$ cat src/rtl/score_ssd_if.sv
// score_ssd_if: grow/clear inputs and score/SSD outputs of the score display driver.
interface score_ssd_if;
  logic        grow;
  logic        clr;
  logic [15:0] score_bcd;
  logic [7:0]  An;
  logic [7:0]  Cathodes;
  modport master (output grow, clr, input score_bcd, An, Cathodes);
  modport slave (input grow, clr, output score_bcd, An, Cathodes);
endinterface

$ cat src/rtl/score_ssd_driver.sv
// score_ssd_driver: 4-digit BCD score counter driving a time-multiplexed seven-segment display.
// Define SCORE_BLANK_EN to blank leading zeros on the upper three digits.
module score_ssd_driver #(
  parameter int          SCAN_BIT  = 18,
  parameter logic [15:0] SAT_SCORE = 16'h9999
) (
  input logic        ClkPort,
  input logic        Reset,
  score_ssd_if.slave bus
);
  logic [2:0]          sync_q, sync_d;
  logic [15:0]         score_q, score_d, score_inc;
  logic [SCAN_BIT+1:0] cnt_q, cnt_d;
  logic [7:0]          an_q, an_d, cat_q, cat_d;
  logic [1:0]          sel;
  logic [3:0]          digit;
  logic                inc, carry, blank;

  function automatic logic [7:0] seg(input logic [3:0] d);
    case (d)
      4'd0:    seg = 8'b0000_0011;
      4'd1:    seg = 8'b1001_1111;
      4'd2:    seg = 8'b0010_0101;
      4'd3:    seg = 8'b0000_1101;
      4'd4:    seg = 8'b1001_1001;
      4'd5:    seg = 8'b0100_1001;
      4'd6:    seg = 8'b0100_0001;
      4'd7:    seg = 8'b0001_1111;
      4'd8:    seg = 8'b0000_0001;
      4'd9:    seg = 8'b0000_1001;
      default: seg = 8'hFF;
    endcase
  endfunction

  always_comb begin
    sync_d    = {sync_q[1:0], bus.grow};
    inc       = sync_q[1] & ~sync_q[2];
    score_inc = score_q;
    carry     = 1'b1;
    // Ripple carry: a digit advances only while every lower digit is rolling over from 9.
    for (int i = 0; i < 4; i++) begin
      score_inc[4*i +: 4] = carry ? ((score_q[4*i +: 4] == 4'd9) ? 4'd0 : score_q[4*i +: 4] + 4'd1)
                                  : score_q[4*i +: 4];
      carry = carry & (score_q[4*i +: 4] == 4'd9);
    end
    score_d = bus.clr ? 16'h0000 : (inc && score_q != SAT_SCORE) ? score_inc : score_q;
    cnt_d   = cnt_q + 1'b1;
    sel     = cnt_q[SCAN_BIT+1 -: 2];
    digit   = score_q[{sel, 2'b00} +: 4];
`ifdef SCORE_BLANK_EN
    blank = (sel == 2'd3) ? (score_q[15:12] == 4'd0) :
            (sel == 2'd2) ? (score_q[15:8] == 8'd0) :
            (sel == 2'd1) ? (score_q[15:4] == 12'd0) : 1'b0;
`else
    blank = 1'b0;
`endif
    an_d  = ~(8'h01 << sel);
    cat_d = blank ? 8'hFF : seg(digit);
  end

  always_ff @(posedge ClkPort or posedge Reset) begin
    if (Reset) begin
      sync_q  <= '0;
      score_q <= '0;
      cnt_q   <= '0;
      an_q    <= 8'hFE;
      cat_q   <= 8'h03;
    end else begin
      sync_q  <= sync_d;
      score_q <= score_d;
      cnt_q   <= cnt_d;
      an_q    <= an_d;
      cat_q   <= cat_d;
    end
  end

  assign bus.score_bcd = score_q;
  assign bus.An        = an_q;
  assign bus.Cathodes  = cat_q;
endmodule
$ cat src/flat_wrapper.sv
// flat-port wrapper written by rule: the top's interface ports become plain ports
module score_ssd_driver_flat 
#(
  parameter int          SCAN_BIT  = 18,
  parameter logic [15:0] SAT_SCORE = 16'h9999
)
  (ClkPort, Reset, bus_grow, bus_clr, bus_score_bcd, bus_An, bus_Cathodes);
  score_ssd_if bus_i ();
  input logic ClkPort;
  input logic Reset;
  input wire logic [$bits(bus_i.grow)-1:0] bus_grow;
  input wire logic [$bits(bus_i.clr)-1:0] bus_clr;
  output wire logic [$bits(bus_i.score_bcd)-1:0] bus_score_bcd;
  output wire logic [$bits(bus_i.An)-1:0] bus_An;
  output wire logic [$bits(bus_i.Cathodes)-1:0] bus_Cathodes;
  assign bus_i.grow = bus_grow;
  assign bus_i.clr = bus_clr;
  assign bus_score_bcd = bus_i.score_bcd;
  assign bus_An = bus_i.An;
  assign bus_Cathodes = bus_i.Cathodes;
  score_ssd_driver #(.SCAN_BIT(SCAN_BIT), .SAT_SCORE(SAT_SCORE)) u_core (.ClkPort(ClkPort), .Reset(Reset), .bus(bus_i));
endmodule
$ cat config.mk
export PLATFORM = sky130hd
export DESIGN_NAME = score_ssd_driver_flat
export DESIGN_NICKNAME = d
export VERILOG_FILES = /design/src/rtl/score_ssd_if.sv /design/src/rtl/score_ssd_driver.sv /design/src/flat_wrapper.sv
export SDC_FILE = /design/constraint.sdc
export NUM_CORES = 1
export LEC_CHECK = 0
export ABC_AREA = 1
export CORE_MARGIN = 2
export CORE_UTILIZATION = 55
export CTS_BUF_LIST = sky130_fd_sc_hd__clkbuf_16
export DETAILED_ROUTE_END_ITERATION = 16
export GPL_ROUTABILITY_DRIVEN = 0
export PLACE_DENSITY = 0.88
export SLEW_MARGIN = 20
export SYNTH_ARGS = -nofsm -noshare
export SYNTH_HDL_FRONTEND = slang
export SYNTH_SLANG_ARGS = --single-unit
export TNS_END_PERCENT = 5
$ cat constraint.sdc
create_clock -name ClkPort -period 1.87 [get_ports ClkPort]
set_input_delay 0.2805 -clock ClkPort [delete_from_list [all_inputs] [get_ports ClkPort]]
set_output_delay 0.2805 -clock ClkPort [all_outputs]
set_load 0.02 [all_outputs]
==> results.cfg, run 1 <==
[setup_path]
cp_max_fo = 15
startpoint_type = flip-flop
worst_ep_arrival_time_ns = 1.91
worst_setup_path_end_kind = flip-flop
critical_path_class = reg2reg
worstPathRequired_ns = 2.04

[floorplan]
fp.dieH_um = 74.71
fp-row-count = 25
fp.coreArea_um2 = 4786
initial_utilization = 0.5746
die_w_um = 74.71
num_io_pins = 36
dieArea_um2 = 5582

[power]
swShare = 0.2688
peakVddDrop_v = 0.0005829
power.density_nw_per_um2 = 747.8
p_leak_nw = 1.671
power_mw = 2.467
clkPwrFrac = 0.342
internal-power_mw = 1.804
seq_power_share = 0.482
combPwrFrac = 0.176
netSwitchingPower_uw = 663.2

[drt]
dr.pass1.iters = 5
vias_per_cell = 5.091
routed_wl_um = 5484
final_antenna_net_count = 0
vias = 2240
drtIter0Drc = 112
drcViolationCount = 0
wl_per_cell_um = 12.46

[sta]
clock_skew_ns = 0.002710
rsz0062_at_grt = false
hold_ws_ns = 0.2948
setup_viol_count_final = 0
hold_violations = 0
tns_ns = 0
post-route-min-period_ns = 1.735
max_clock_freq_mhz = 576.3
report.final.slew_viol_count = 0
fin_crit_sh = 0.9279

[cts]
tritoncts = built
clkTransAtPathRegs_ns = 0.06
postCtsHoldBufs = 0
cts_setup_buffers = 0
clock_sinks = 50
clock_path_buffers = 2
clkLatencyLatePin_ns = 0.28
cts_root_buf = clkbuf_16
htreeDepth = 2
cts_buffers = 5

[cells_and_area]
n_antenna_cell = 0
drive_gt1_frac = 0.1206
seq_area_um2 = 1257
syn_to_final_growth_pct = 19.97
nNetsFinal = 391
fillers = 359
multiInputGateArea_um2 = 1316

[global_routing]
grt_overflow = 0
grt_max_degree = 19
grt_pass1_wl_um = 9156
antenna_found_initial = 0
grt_pass1_vias = 2143
grt.total_usage = 0.2149

[synthesis]
postSynth.asyncResetShare = 1.000
yosys_warnings = 0
synth.top_cell.area_share = 0.4186
synth_most_common_cell = nand2_1
synth_top_area_cell = dfrtp_1
synth_area_leaders = dfrtp_1 (42%), nand2_1 (13%), ha_1 (6.8%)
ys_top_cells_by_count = nand2_1 (93), dfrtp_1 (46), nor2_1 (34)
syn_area_um2 = 2750
synth_edf_count = 0
yosysSeqAreaShare = 0.4568
ys_types = 29
syn-instance-count = 332
synth_area_per_cell_um2 = 8.284
synth-seq-cells = 50
yosys_most_used_dff = dfrtp_1

[placement]
port_buffers = 30
hpwl_um = 4074

[min_path]
hp-class = in2async

[run_status]
status = finished, final reports clean

[run]
timing.max_cap.violations = 0
## worst max-delay path, stage by stage, from the launching register on
cell,delay [ns]
dfrtp_1,0.46
ha_1,0.24
nand3_1,0.16
nor2_1,0.06
nand2_1,0.09
nand2_2,0.08
nand2_2,0.23
nand2_1,0.16
nand2_1,0.09
nand2_1,0.05
## registers in the layout, indices dropped and copies added (netlist names)
signal / count
u_core.bus.An: 4
u_core.bus.Cathodes: 7
u_core.bus.score_bcd: 16
u_core.cnt_q: 20
u_core.sync_q: 3
## final timing paths
kind	cells after the start	slack, ns	to	startpoint
max in group asynchronous	3	1.02	u_core.bus.score_bcd[4]	Reset
min in group ClkPort	0	0.35	u_core.sync_q[1]	u_core.sync_q[0]
worst min register to register	0	0.35	u_core.sync_q[1]	u_core.sync_q[0]
worst max register to register	9	0.13	u_core.bus.score_bcd[5]	u_core.bus.score_bcd[12]
worst min-delay path	2	0.29	u_core.bus.Cathodes[2]	Reset
worst max-delay path	9	0.13	u_core.bus.score_bcd[5]	u_core.bus.score_bcd[12]
## through the flow
stage          instances  setup slack (ns)  cell area (um^2)    util
3_3_place_gp         432            0.1851              3153  0.6588
6_report             440            0.1349              3299  0.6894
5_1_grt              440           0.03631              3299  0.6894
3_5_place_dp         432           0.06054              3153  0.6588
4_1_cts              440           0.04179              3291  0.6876
2_1_floorplan        336            0.2794              2765       -
## per-layer routing
layer	routed length [um]	global-route usage	share of wire	vias up
li1	-	-	-	1108
met1	2352	0.2627	0.43	1046
met2	2725	0.3795	0.50	72
met3	281	0.03614	0.051	14
met4	124	0.08532	0.023	0
met5	0	0	0	-
## cell usage in the layout (no fill, tap or decap), drive strengths merged
cell / count
o21ai: 8
nand2: 100
clkbuf: 5
nor3: 9
xnor2: 6
nor2: 38
nand3: 35
clkinv: 2
buf: 6
ha: 15
and3: 1
nand3b: 1
clkdlybuf4s50: 30
dfstp: 4
inv: 40
dfrtp: 46
conb: 5
nand4: 3
a21oi: 2
xor2: 17
## layout make-up
cell class	count	share of cell area
Clock buffer	5	0.03792
Multi-Input combinational cell	240	0.3989
Clock inverter	3	0.003792
Sequential cell	50	0.3811
Timing Repair Buffer	36	0.1085
Tap cell	67	0.02541
Inverter	39	0.04437
## repair_timing
| action | 4_1_cts | 5_1_grt |
|---|---|---|
| endpoints found under the setup margin | 0 | 4 |
| resized for setup | 0 | 3 |
| hold endpoints to repair | 0 | 0 |
## power groups by stage
stage | Sequential, mW | Clock, mW | Combinational (mW)
finish | 1.19 | 0.843 | 0.434
global route | 1.20 | 0.889 | 0.481
CTS | 1.19 | 0.856 | 0.433
detailed placement | 1.21 | 0 | 0.430
global placement | 1.21 | 0 | 0.417
floorplan | 1.27 | 0 | 0.188
## cells by family (layout without fill, tap and decap cells)
| logic type | count (synthesis) | count (layout) | share of synthesized area |
|---|---|---|---|
| simple gates | 187 | 187 | 0.3012 |
| flops | 50 | 50 | 0.4568 |
| buf+inv | 46 | 83 | 0.07280 |
| xor+xnor | 23 | 23 | 0.07325 |
| fa+ha+maj | 15 | 15 | 0.06824 |
| compound gates | 10 | 10 | 0.02639 |
| other cells | 1 | 5 | 0.001364 |
(Power assumes the default switching activity.)
==> run 2: changes to the inputs <==
- GPL_TIMING_DRIVEN: unset -> 1
==> results of run 2 <==
Same layout as run 1: the final DEF is identical, and so are final timing and power.
